[config.mk]
export PLATFORM = sky130hd
export DESIGN_NAME = action_ctrl_v2
export DESIGN_NICKNAME = d
export VERILOG_FILES = /design/src/rtl/action_pkg.sv /design/src/rtl/key_debounce.sv /design/src/rtl/action_ctrl_v2.sv
export SDC_FILE = /design/constraint.sdc
export NUM_CORES = 1
export LEC_CHECK = 0
export ABC_AREA = 1
export CAP_MARGIN = 30
export CORE_MARGIN = 1
export CORE_UTILIZATION = 61
export CTS_CLUSTER_SIZE = 40
export DETAILED_ROUTE_END_ITERATION = 10
export HOLD_SLACK_MARGIN = 0.08
export PLACE_DENSITY = 0.79
export SYNTH_ARGS = -nofsm -noshare
export SYNTH_HDL_FRONTEND = slang
export SYNTH_HIERARCHICAL = 1
export SYNTH_SLANG_ARGS = --single-unit
[constraint.sdc]
create_clock -name clk -period 3 [get_ports clk]
set_input_delay 0.9 -clock clk [delete_from_list [all_inputs] [get_ports clk]]
set_output_delay 0.9 -clock clk [all_outputs]
set_load 0.005 [all_outputs]
[src/rtl/action_pkg.sv]
// Shared encodings for the player-action controller: action states, key and move bit positions.
package action_pkg;

    typedef enum logic [1:0] {
        ACT_IDLE = 2'b00,
        ACT_WALK = 2'b01,
        ACT_JUMP = 2'b10,
        ACT_FALL = 2'b11
    } action_e;

    localparam int NUM_KEYS  = 4;

    localparam int KEY_JUMP  = 0;
    localparam int KEY_LEFT  = 1;
    localparam int KEY_RIGHT = 2;
    localparam int KEY_SHOOT = 3;

    localparam int MV_ASCEND = 0;
    localparam int MV_LEFT   = 1;
    localparam int MV_RIGHT  = 2;
    localparam int MV_SHOOT  = 3;

endpackage

[src/rtl/key_debounce.sv]
// Single-key debouncer: level follows raw after DEBOUNCE_CYCLES consecutive differing samples.
// rise_o is combinational and high in the cycle whose closing edge raises the level.
module key_debounce #(
    parameter int DEBOUNCE_CYCLES = 16
) (
    input  logic clk_i,
    input  logic rst_i,
    input  logic raw_i,
    output logic level_o,
    output logic rise_o
);

    localparam int CW = $clog2(DEBOUNCE_CYCLES + 1);

    logic [CW-1:0] cnt_q, cnt_d;
    logic          level_q, level_d;

    always_comb begin
        cnt_d   = '0;
        level_d = level_q;
        // Any sample equal to the current level restarts the count.
        if (raw_i != level_q) begin
            if (cnt_q == CW'(DEBOUNCE_CYCLES - 1)) begin
                level_d = raw_i;
            end else begin
                cnt_d = cnt_q + 1'b1;
            end
        end
    end

    always_ff @(posedge clk_i) begin
        if (rst_i) begin
            cnt_q   <= '0;
            level_q <= 1'b0;
        end else begin
            cnt_q   <= cnt_d;
            level_q <= level_d;
        end
    end

    assign level_o = level_q;
    assign rise_o  = level_d & ~level_q;

endmodule

[src/rtl/action_ctrl_v2.sv]
// Player-action controller: debounced keys drive a tick-evaluated idle/walk/jump/fall FSM
// with variable-height and multi-jump; all outputs register on the cycle after each tick.
module action_ctrl_v2
    import action_pkg::*;
#(
    parameter int DEBOUNCE_CYCLES = 16,
    parameter int TICK_DIV        = 4,
    parameter int MAX_JUMPS       = 2,
    parameter int JUMP_HOLD_MAX   = 6
) (
    input  logic       clk,
    input  logic       rst,
    input  logic [3:0] keys,
    input  logic       on_ground,
    output logic       direction,
    output logic [1:0] action,
    output logic [3:0] move_signal,
    output logic [2:0] jumps_used
);

    localparam int TW = (TICK_DIV > 1) ? $clog2(TICK_DIV) : 1;
    localparam int HW = $clog2(JUMP_HOLD_MAX + 1);

    logic [NUM_KEYS-1:0] lvl, rise;

    for (genvar k = 0; k < NUM_KEYS; k++) begin : g_key
        key_debounce #(
            .DEBOUNCE_CYCLES(DEBOUNCE_CYCLES)
        ) u_deb (
            .clk_i  (clk),
            .rst_i  (rst),
            .raw_i  (keys[k]),
            .level_o(lvl[k]),
            .rise_o (rise[k])
        );
    end

    logic unused_key_bits;
    assign unused_key_bits = ^{lvl[KEY_SHOOT], rise[KEY_LEFT], rise[KEY_RIGHT]};

    logic [TW-1:0] tick_q, tick_d;
    logic          tick;

    assign tick   = (tick_q == TW'(TICK_DIV - 1));
    assign tick_d = tick ? '0 : tick_q + 1'b1;

    action_e       state_q, state_d;
    logic [2:0]    jumps_q, jumps_d;
    logic [HW-1:0] hold_q, hold_d, hold_inc;
    logic          dir_q, dir_d;
    logic [3:0]    move_q, move_d;
    logic          jpend_q, jpend_d;
    logic          spend_q, spend_d;

    logic step_l, step_r, can_jump;

    always_comb begin
        step_l   = lvl[KEY_LEFT] & ~lvl[KEY_RIGHT];
        step_r   = lvl[KEY_RIGHT] & ~lvl[KEY_LEFT];
        can_jump = jpend_q && (jumps_q < 3'(MAX_JUMPS));
        hold_inc = (hold_q == HW'(JUMP_HOLD_MAX)) ? hold_q : hold_q + 1'b1;

        state_d = state_q;
        jumps_d = jumps_q;
        hold_d  = hold_q;
        dir_d   = dir_q;
        move_d  = '0;
        jpend_d = jpend_q;
        spend_d = spend_q;

        if (tick) begin
            move_d[MV_LEFT]  = step_l;
            move_d[MV_RIGHT] = step_r;
            move_d[MV_SHOOT] = spend_q;
            spend_d          = 1'b0;
            if (step_l) begin
                dir_d = 1'b1;
            end else if (step_r) begin
                dir_d = 1'b0;
            end
            // A press with no jumps left is thrown away rather than banked.
            if (jpend_q && !can_jump) begin
                jpend_d = 1'b0;
            end

            unique case (state_q)
                ACT_IDLE, ACT_WALK: begin
                    if (can_jump) begin
                        state_d = ACT_JUMP;
                        jumps_d = jumps_q + 3'd1;
                        hold_d  = '0;
                        jpend_d = 1'b0;
                    end else if (!on_ground) begin
                        state_d = ACT_FALL;
                        jumps_d = (jumps_q == 3'd0) ? 3'd1 : jumps_q;
                    end else begin
                        state_d = (step_l || step_r) ? ACT_WALK : ACT_IDLE;
                    end
                end
                ACT_JUMP: begin
                    move_d[MV_ASCEND] = 1'b1;
                    hold_d            = hold_inc;
                    if (can_jump) begin
                        jumps_d = jumps_q + 3'd1;
                        hold_d  = '0;
                        jpend_d = 1'b0;
                    end else if (!lvl[KEY_JUMP] || hold_inc == HW'(JUMP_HOLD_MAX)) begin
                        state_d = ACT_FALL;
                    end
                end
                ACT_FALL: begin
                    // Landing wins; a usable pending jump is kept for the next tick.
                    if (on_ground) begin
                        state_d = (step_l || step_r) ? ACT_WALK : ACT_IDLE;
                        jumps_d = 3'd0;
                    end else if (can_jump) begin
                        state_d = ACT_JUMP;
                        jumps_d = jumps_q + 3'd1;
                        hold_d  = '0;
                        jpend_d = 1'b0;
                    end
                end
            endcase
        end

        if (rise[KEY_JUMP]) begin
            jpend_d = 1'b1;
        end
        if (rise[KEY_SHOOT]) begin
            spend_d = 1'b1;
        end
    end

    always_ff @(posedge clk) begin
        if (rst) begin
            tick_q  <= '0;
            state_q <= ACT_IDLE;
            jumps_q <= 3'd0;
            hold_q  <= '0;
            dir_q   <= 1'b0;
            move_q  <= '0;
            jpend_q <= 1'b0;
            spend_q <= 1'b0;
        end else begin
            tick_q  <= tick_d;
            state_q <= state_d;
            jumps_q <= jumps_d;
            hold_q  <= hold_d;
            dir_q   <= dir_d;
            move_q  <= move_d;
            jpend_q <= jpend_d;
            spend_q <= spend_d;
        end
    end

    assign direction   = dir_q;
    assign action      = state_q;
    assign move_signal = move_q;
    assign jumps_used  = jumps_q;

endmodule

; Word-level counts from Yosys, hierarchy flattened
; Cells that the tools add are included.
[word_totals]
regBits = 41
output_inout_bits = 10
elab_cells = 116
[classes]
addsub = 7
order_cmp = 1
eq_ne = 20
n_mux = 34
n_bitwise = 13
n_reduce_logical = 25
[ops]
columns = operator, count
row1 = 3-bit 2-to-1 mux, 9
row2 = "5-bit by 1-bit adder with 5-bit output, second input constant", 4
row3 = "5-bit by 4-bit equality test with 1-bit output, second input constant", 4
row4 = 3-bit case mux with 3 select lines, 2
row5 = 1-bit 2-to-1 mux, 15
row6 = 3-bit OR reduction, 5
row7 = 2-bit 2-to-1 mux, 6
row8 = "3-bit != test, second input constant", 3
row9 = 1-bit NOT, 9
row10 = 2-bit AND reduction, 4
row11 = "3-bit by 1-bit adder with 3-bit output, second input constant", 2
row12 = "2-bit equality test, second input constant", 3
row13 = "3-bit equality test, second input constant", 2
row14 = "2-bit != test, second input constant", 3
row15 = 2-bit case mux with 3 select lines, 1
row16 = 2-bit nonzero test, 3
row17 = 2-bit OR reduction, 3
row18 = 1-bit AND, 4
row19 = 1-bit != test, 4
row20 = 4-bit AND reduction, 1
row21 = 3-bit logical NOT, 1
row22 = "3-bit by 2-bit less-than comparator with 1-bit output, second input constant", 1
row23 = 3-bit AND reduction, 1
row24 = "2-bit by 1-bit adder with 2-bit output, second input constant", 1
row25 = other kinds (6), 9

; Longest topological paths before layout
; Gate-level depths: netlist of run 1.
[depth]
word_depth = 10
depth_mapped = 10
ltp_nobuf = 10

; Cells and area by module
; The synthesis of run 1 kept the hierarchy.
[modules_own_cells]
columns = mod, n_inst, cells_per_inst, area_each_um2, seq_area_each_um2
row1 = action_ctrl_v2, 1, 121, 922.1, 340.3
row2 = key_debounce (g_key[0].u_deb ...), 3, 32, 266.5, 120.1
row3 = key_debounce (g_key[3].u_deb), 1, 33, 267.8, 120.1

; Worst setup path before layout of run 1
; No wires, ideal clock.
[synth_path]
path_kind = input port to flip-flop
start = input rst
end = register jpend_q
setup_time_ns = 0.142
arrival_time_ns = 1.333
t_required_ns = 2.858
slack_ns = 1.524
path_stages = 2
path_cell_list = clkbuf_1 o32ai_1
[synth_lines]
columns = item, line
row1 = start: declaration, action_ctrl_v2.sv:12  ; input logic rst,
row2 = end signal: assignment, action_ctrl_v2.sv:151  ; jpend_q <= jpend_d;
row3 = end: declaration, action_ctrl_v2.sv:52  ; logic jpend_q, jpend_d;
; No word-level cell between the ends.

; Worst setup path in the final report of run 1
[layout_path]
start = register state_q[1] (netlist: action[1])
end = output action[1]
[layout_lines]
columns = item, line
row1 = start: declaration, action_ctrl_v2.sv:47  ; action_e state_q, state_d;
row2 = start signal: assignment, action_ctrl_v2.sv:146  ; state_q <= state_d;
row3 = end: declaration, action_ctrl_v2.sv:16  ; output logic [1:0] action,
; No word-level cell between the ends.

==> results of run 1 <==
-- flip-flops by register name, indices dropped and copies added, names as in the netlist --
signal and cells:
jumps_used 3, spend_q 1, action 2, hold_q 3, jpend_q 1, g_key.u_deb/cnt_q 20, tick_q 2, g_key.u_deb/level_o 4
direction 1, move_signal 4
-- through the flow --
stage	setup WS [ns]	total power, mW	hold WS [ns]
floorplan	1.524	0.6217	0.3969
global placement	0.7038	0.6483	0.4138
detailed placement	0.6783	0.6500	0.4137
CTS	0.7347	1.023	0.4310
global route	0.6556	1.059	0.4382
finish	0.7390	1.016	0.4307
-- cell type report --
cell class	count	area [um^2]
sequential	41	820.8
inverter	45	168.9
clock buffer	6	51.30
clock inverter	2	37.54
fill	240	788.3
multi-input combinational	161	988.4
tap	44	55.05
timing repair buffer	17	167.7
-- worst paths after layout --
check / from / to / slack [ns] / cells after the start
worst min register to register: tick_q[0]$_SDFF_PP0_ / tick_q[0]$_SDFF_PP0_ / 0.43 / 1
worst min-delay path: tick_q[0]$_SDFF_PP0_ / tick_q[0]$_SDFF_PP0_ / 0.43 / 1
worst max register to register: g_key[0].u_deb/cnt_q[0]$_SDFF_PP0_ / jpend_q$_SDFFE_PP0P_ / 1.45 / 8
worst max-delay path: action[1]$_SDFFE_PP0P_ / action[1] / 0.74 / 1
-- layout by cell type (no fill, tap or decap), drive strengths merged --
cell / instances
o32ai: 1
ha: 16
or2: 1
nand4: 6
o211ai: 1
xnor2: 4
dfxtp: 41
inv: 45
a311oi: 1
nor2: 40
nand3: 17
bufinv: 1
buf: 1
o21ai: 12
clkinvlp: 1
a31oi: 1
clkbuf: 6
nor3: 1
a21oi: 13
nand2: 47
clkdlybuf4s50: 16
-- power by group --
part,internal [mW],switching (mW)
combinational,0.0301,0.0427
sequential,0.556,0.00925
clock,0.198,0.180
total,0.784,0.232
-- layer usage --
metal / GRT usage / vias to the layer above / routed length, um
met5: 0 / - / 0
met4: 0.1020 / 0 / 61
met3: 0.05240 / 8 / 125
met2: 0.3653 / 30 / 1467
met1: 0.2517 / 678 / 1467
li1: - / 833 / -
==> impl_results.md, run 1 <==
- Synth warn: 6
- Hold_buf cts: 0
- CTS sink cnt: 41
- Root buf cell: clkbuf_4
- CORE AREA: 3078 um^2
- CTS HTree Levels: 2
- Worst Setup End Kind: output pin
- GR Overflow Total: 0
- Inst Count DP: 308
- GP Congestion: 0.8212
- Initial antenna violation count: 0
- Cts repair resizes: 0
- Post-DP HPWL: 2394 um
- Number of diodes: 0
- Setup bufs post-CTS: 0
- Leakage: 0.8991 nW
- Die area: 3481 um^2
- Rows: 20
- Crit path time final: 2.261 ns
- CP startpoint kind: register
- Max cap viols: 0
- Clk Latency, worst-skew pair: 0.35 ns
- HP Class: reg -> reg
- Post-route cell area: 2290 um^2
- Non-filler cells, final: 316
- Peak supply drop: 0.3803 mV
- Crit path max-delay family: buffers and inverters
- Total CTS buffers: 5
- First-pass GRT wire length: 5568 um
- TNS Setup: 0 ns
- Top Ports: 17
- Syn_nets: 271
- Netlist Area Pre-Place: 1982 um^2
- CTS tree: built
- TritonRoute pass-1 iters: 4
- Initial DRC count: 91
- DRT Wirelength: 3123 um
- Arr. time, crit path: 1.36 ns
- Largest net degree at the start of global routing: 14
- Vias in the first global route: 1425
- Area growth syn-to-layout: 15.53%
- Antenna-violating nets left: 0
- Critical path data required time: 2.10 ns
- Status: finished clean
- Crit-path max cell delay: 0.54 ns
- Die height: 59 um
- Clock-pin slew on the worst setup and hold paths: 0.12 ns
- DR vias: 1549
- Crit Path Max Fanout: 7
- Share of cells above drive strength 1: 0.1765
- Critical-path cell list: clkdlybuf4s50_1
- GR Util All Layers: 0.2140
- DIE WIDTH: 59 um
- DRC errors left: 0
- Starting Density: 0.6439
- Clock Tree Buf Depth: 2
- Slew margin rel.: 0.6711
- Wire per inst: 9.883 um
- Vias per inst: 4.902
- Final Core Density: 0.7439
- Final Max Tran Viols: 0
- Mapped Cells: 248
- Setup Viol. Count Final: 0
- Hold Vio Cnt, Final: 0
- Fmax: 0.4423 GHz
- Avg Inst Size Synth: 7.992 um^2
- RSZ-0062 raised after global routing: no
- # nets final: 294
- Crit Path Class: reg -> out
- Placement Cell Area: 2201 um^2
- Skew final: 0.005860 ns
- Port bufs: 16
- PD cells: 443.6 nW/um^2
- Final Cycle Share: 0.7537
- CP max-delay cell: clkdlybuf4s50_1
- Slew @ Worst Pin: 0.4917 ns
- WP buf/inv: 1
Power figures use the tool's default switching activity.
==> inputs of run 2 (changes only) <==
--- a/config.mk
+++ b/config.mk
@@ -8,11 +8,11 @@
 export ABC_AREA = 1
 export CAP_MARGIN = 30
 export CORE_MARGIN = 1
-export CORE_UTILIZATION = 61
+export CORE_UTILIZATION = 57
 export CTS_CLUSTER_SIZE = 40
 export DETAILED_ROUTE_END_ITERATION = 10
 export HOLD_SLACK_MARGIN = 0.08
-export PLACE_DENSITY = 0.79
+export PLACE_DENSITY = 0.75
 export SYNTH_ARGS = -nofsm -noshare
 export SYNTH_HDL_FRONTEND = slang
 export SYNTH_HIERARCHICAL = 1
==> constraint.sdc (replaced) <==
create_clock -name clk -period 2.1 [get_ports clk]
set_input_delay 0.63 -clock clk [delete_from_list [all_inputs] [get_ports clk]]
set_output_delay 0.63 -clock clk [all_outputs]
set_load 0.005 [all_outputs]
==> impl_results.md, run 2 (same netlist as run 1, synthesis figures left out) <==
- CTS sink cnt: 41
- CORE AREA: 3337 um^2
- Hold path depth: 1
- Commonest non-fill, non-tap cell in the layout: dfxtp_1
- Skew final: 0.01431 ns
- Int Power: 1.090 mW
- Gate power share: 0.074
- Fmax: 0.5053 GHz
- TritonRoute pass-1 iters: 4
- Max reg flops: 20
- # nets final: 295
- Psw: 0.3429 mW
- Combined area of the multi-input logic cells: 988.4 um^2
- PD cells: 624.5 nW/um^2
- CP startpoint kind: register
- Initial antenna violation count: 0
- Hold_buf cts: 0
- Cts repair resizes: 0
- Crit path max-delay family: buffers and inverters
- DIE WIDTH: 60.97 um
- Share of cells above drive strength 1: 0.1795
- Vias per inst: 4.856
- Final Max Tran Viols: 0
- Rows: 21
- Biggest register: g_key.u_deb/cnt_q
- HP Class: reg -> reg
- Vias in the first global route: 1358
- Wire per inst: 9.897 um
- Slew margin rel.: 0.7914
- GP Congestion: 0.8858
- Number of diodes: 0
- DRT Wirelength: 3157 um
- Clock Tree Buf Depth: 2
- Worst Setup End Kind: output pin
- Initial DRC count: 47
- Clk Latency, worst-skew pair: 0.35 ns
- Final Cycle Share: 0.9424
- FILL cells: 305
- Worst reg2reg setup slack: 0.57 ns
- Antenna-violating nets left: 0
- DRC errors left: 0
- Worst r2r src: g_key[0].u_deb/cnt_q[0]$_SDFF_PP0_
- Hold Crit Endpoint: tick_q[0]$_SDFF_PP0_
- Setup bufs post-CTS: 0
- Placement Cell Area: 2211 um^2
- RSZ-0062 raised after global routing: no
- Status: finished clean
- Leakage: 0.9009 nW
- Critical-path cell list: clkdlybuf4s50_1
- Slew @ Worst Pin: 0.3128 ns
- R2R depth: 8
- Total CTS buffers: 5
- Clock Power Share: 0.363
- Crit path time final: 1.979 ns
- GR Util All Layers: 0.1999
- Critical path data required time: 1.47 ns
- Crit Path Max Fanout: 7
- Port bufs: 16
- Crit-path max cell delay: 0.54 ns
- TNS Setup: 0 ns
- Crit Path Class: reg -> out
- Top Ports: 17
- Peak supply drop: 0.4304 mV
- CP max-delay cell: clkdlybuf4s50_1
- R2r endpoint: jpend_q$_SDFFE_PP0P_
- Area growth syn-to-layout: 15.78%
- Most frequent cells in the layout: dfxtp_1, nand2_1, inv_1, nor2_1
- Sequential Power Share: 0.563
- Net Sw Frac: 0.2392
- Setup Viol. Count Final: 0
- Max cap viols: 0
- Register area: 820.8 um^2
- Die height: 60.97 um
- CTS tree: built
- Post-route cell area: 2295 um^2
- HP Start: tick_q[0]$_SDFF_PP0_
- GR Overflow Total: 0
- Arr. time, crit path: 1.35 ns
- Die area: 3717 um^2
- WP buf/inv: 1
- Hold Vio Cnt, Final: 0
- DR vias: 1549
- CTS HTree Levels: 2
- Post-DP HPWL: 2432 um
- Clock-pin slew on the worst setup and hold paths: 0.13 ns
- Starting Density: 0.5939
- Root buf cell: clkbuf_4
- First-pass GRT wire length: 5444 um
- Largest net degree at the start of global routing: 15
run 2: how the worst max path moves through the flow:
stage,cells past startpoint,to,startpoint,slack (ns)
2_1_floorplan,8,jpend_q$_SDFFE_PP0P_,g_key[0].u_deb/cnt_q[0]$_SDFF_PP0_,0.67
3_3_place_gp,6,jumps_used[0]$_SDFFE_PP0P_,on_ground,0.27
3_5_place_dp,6,jumps_used[0]$_SDFFE_PP0P_,on_ground,0.25
4_1_cts,1,action[1],action[1]$_SDFFE_PP0P_,0.12
5_1_grt,1,action[1],action[1]$_SDFFE_PP0P_,0.05
6_report,1,action[1],action[1]$_SDFFE_PP0P_,0.12
run 2: power groups by stage:
| stage | registers, mW | clock network [mW] | logic [mW] |
|---|---|---|---|
| final | 0.807 | 0.520 | 0.106 |
| after global routing | 0.810 | 0.576 | 0.121 |
| after CTS | 0.807 | 0.537 | 0.107 |
| after detailed placement | 0.825 | 0 | 0.106 |
| after global placement | 0.824 | 0 | 0.104 |
| after floorplan | 0.822 | 0 | 0.0662 |
run 2: through the flow:
stage | cells | setup slack [ns] | power [mW] | hold WS [ns] | utilization
after CTS | 319 | 0.1154 | 1.452 | 0.4330 | 0.6877
after global routing | 319 | 0.05175 | 1.507 | 0.4428 | 0.6877
after global placement | 311 | 0.2745 | 0.9277 | 0.4103 | 0.6625
after detailed placement | 311 | 0.2519 | 0.9309 | 0.4140 | 0.6625
after floorplan | 248 | 0.6746 | 0.8881 | 0.3969 | -
final | 319 | 0.1210 | 1.433 | 0.4303 | 0.6877
run 2: per-layer routing:
metal  up-vias  global-route usage  wire, um
li1        831                   -         -
met4         0             0.06818        30
met2        19              0.3344      1450
met1       697              0.2428      1564
met3         2             0.06397       111
met5         -                   0         0
run 2: final cells by class:
| class | instances | share of cell area |
|---|---|---|
| Timing Repair Buffer | 18 | 0.07634 |
| Tap cell | 46 | 0.02508 |
| Multi-Input combinational cell | 161 | 0.4308 |
| Sequential cell | 41 | 0.3577 |
| Inverter | 45 | 0.07361 |
| Clock buffer | 5 | 0.01636 |
| Clock inverter | 3 | 0.02017 |
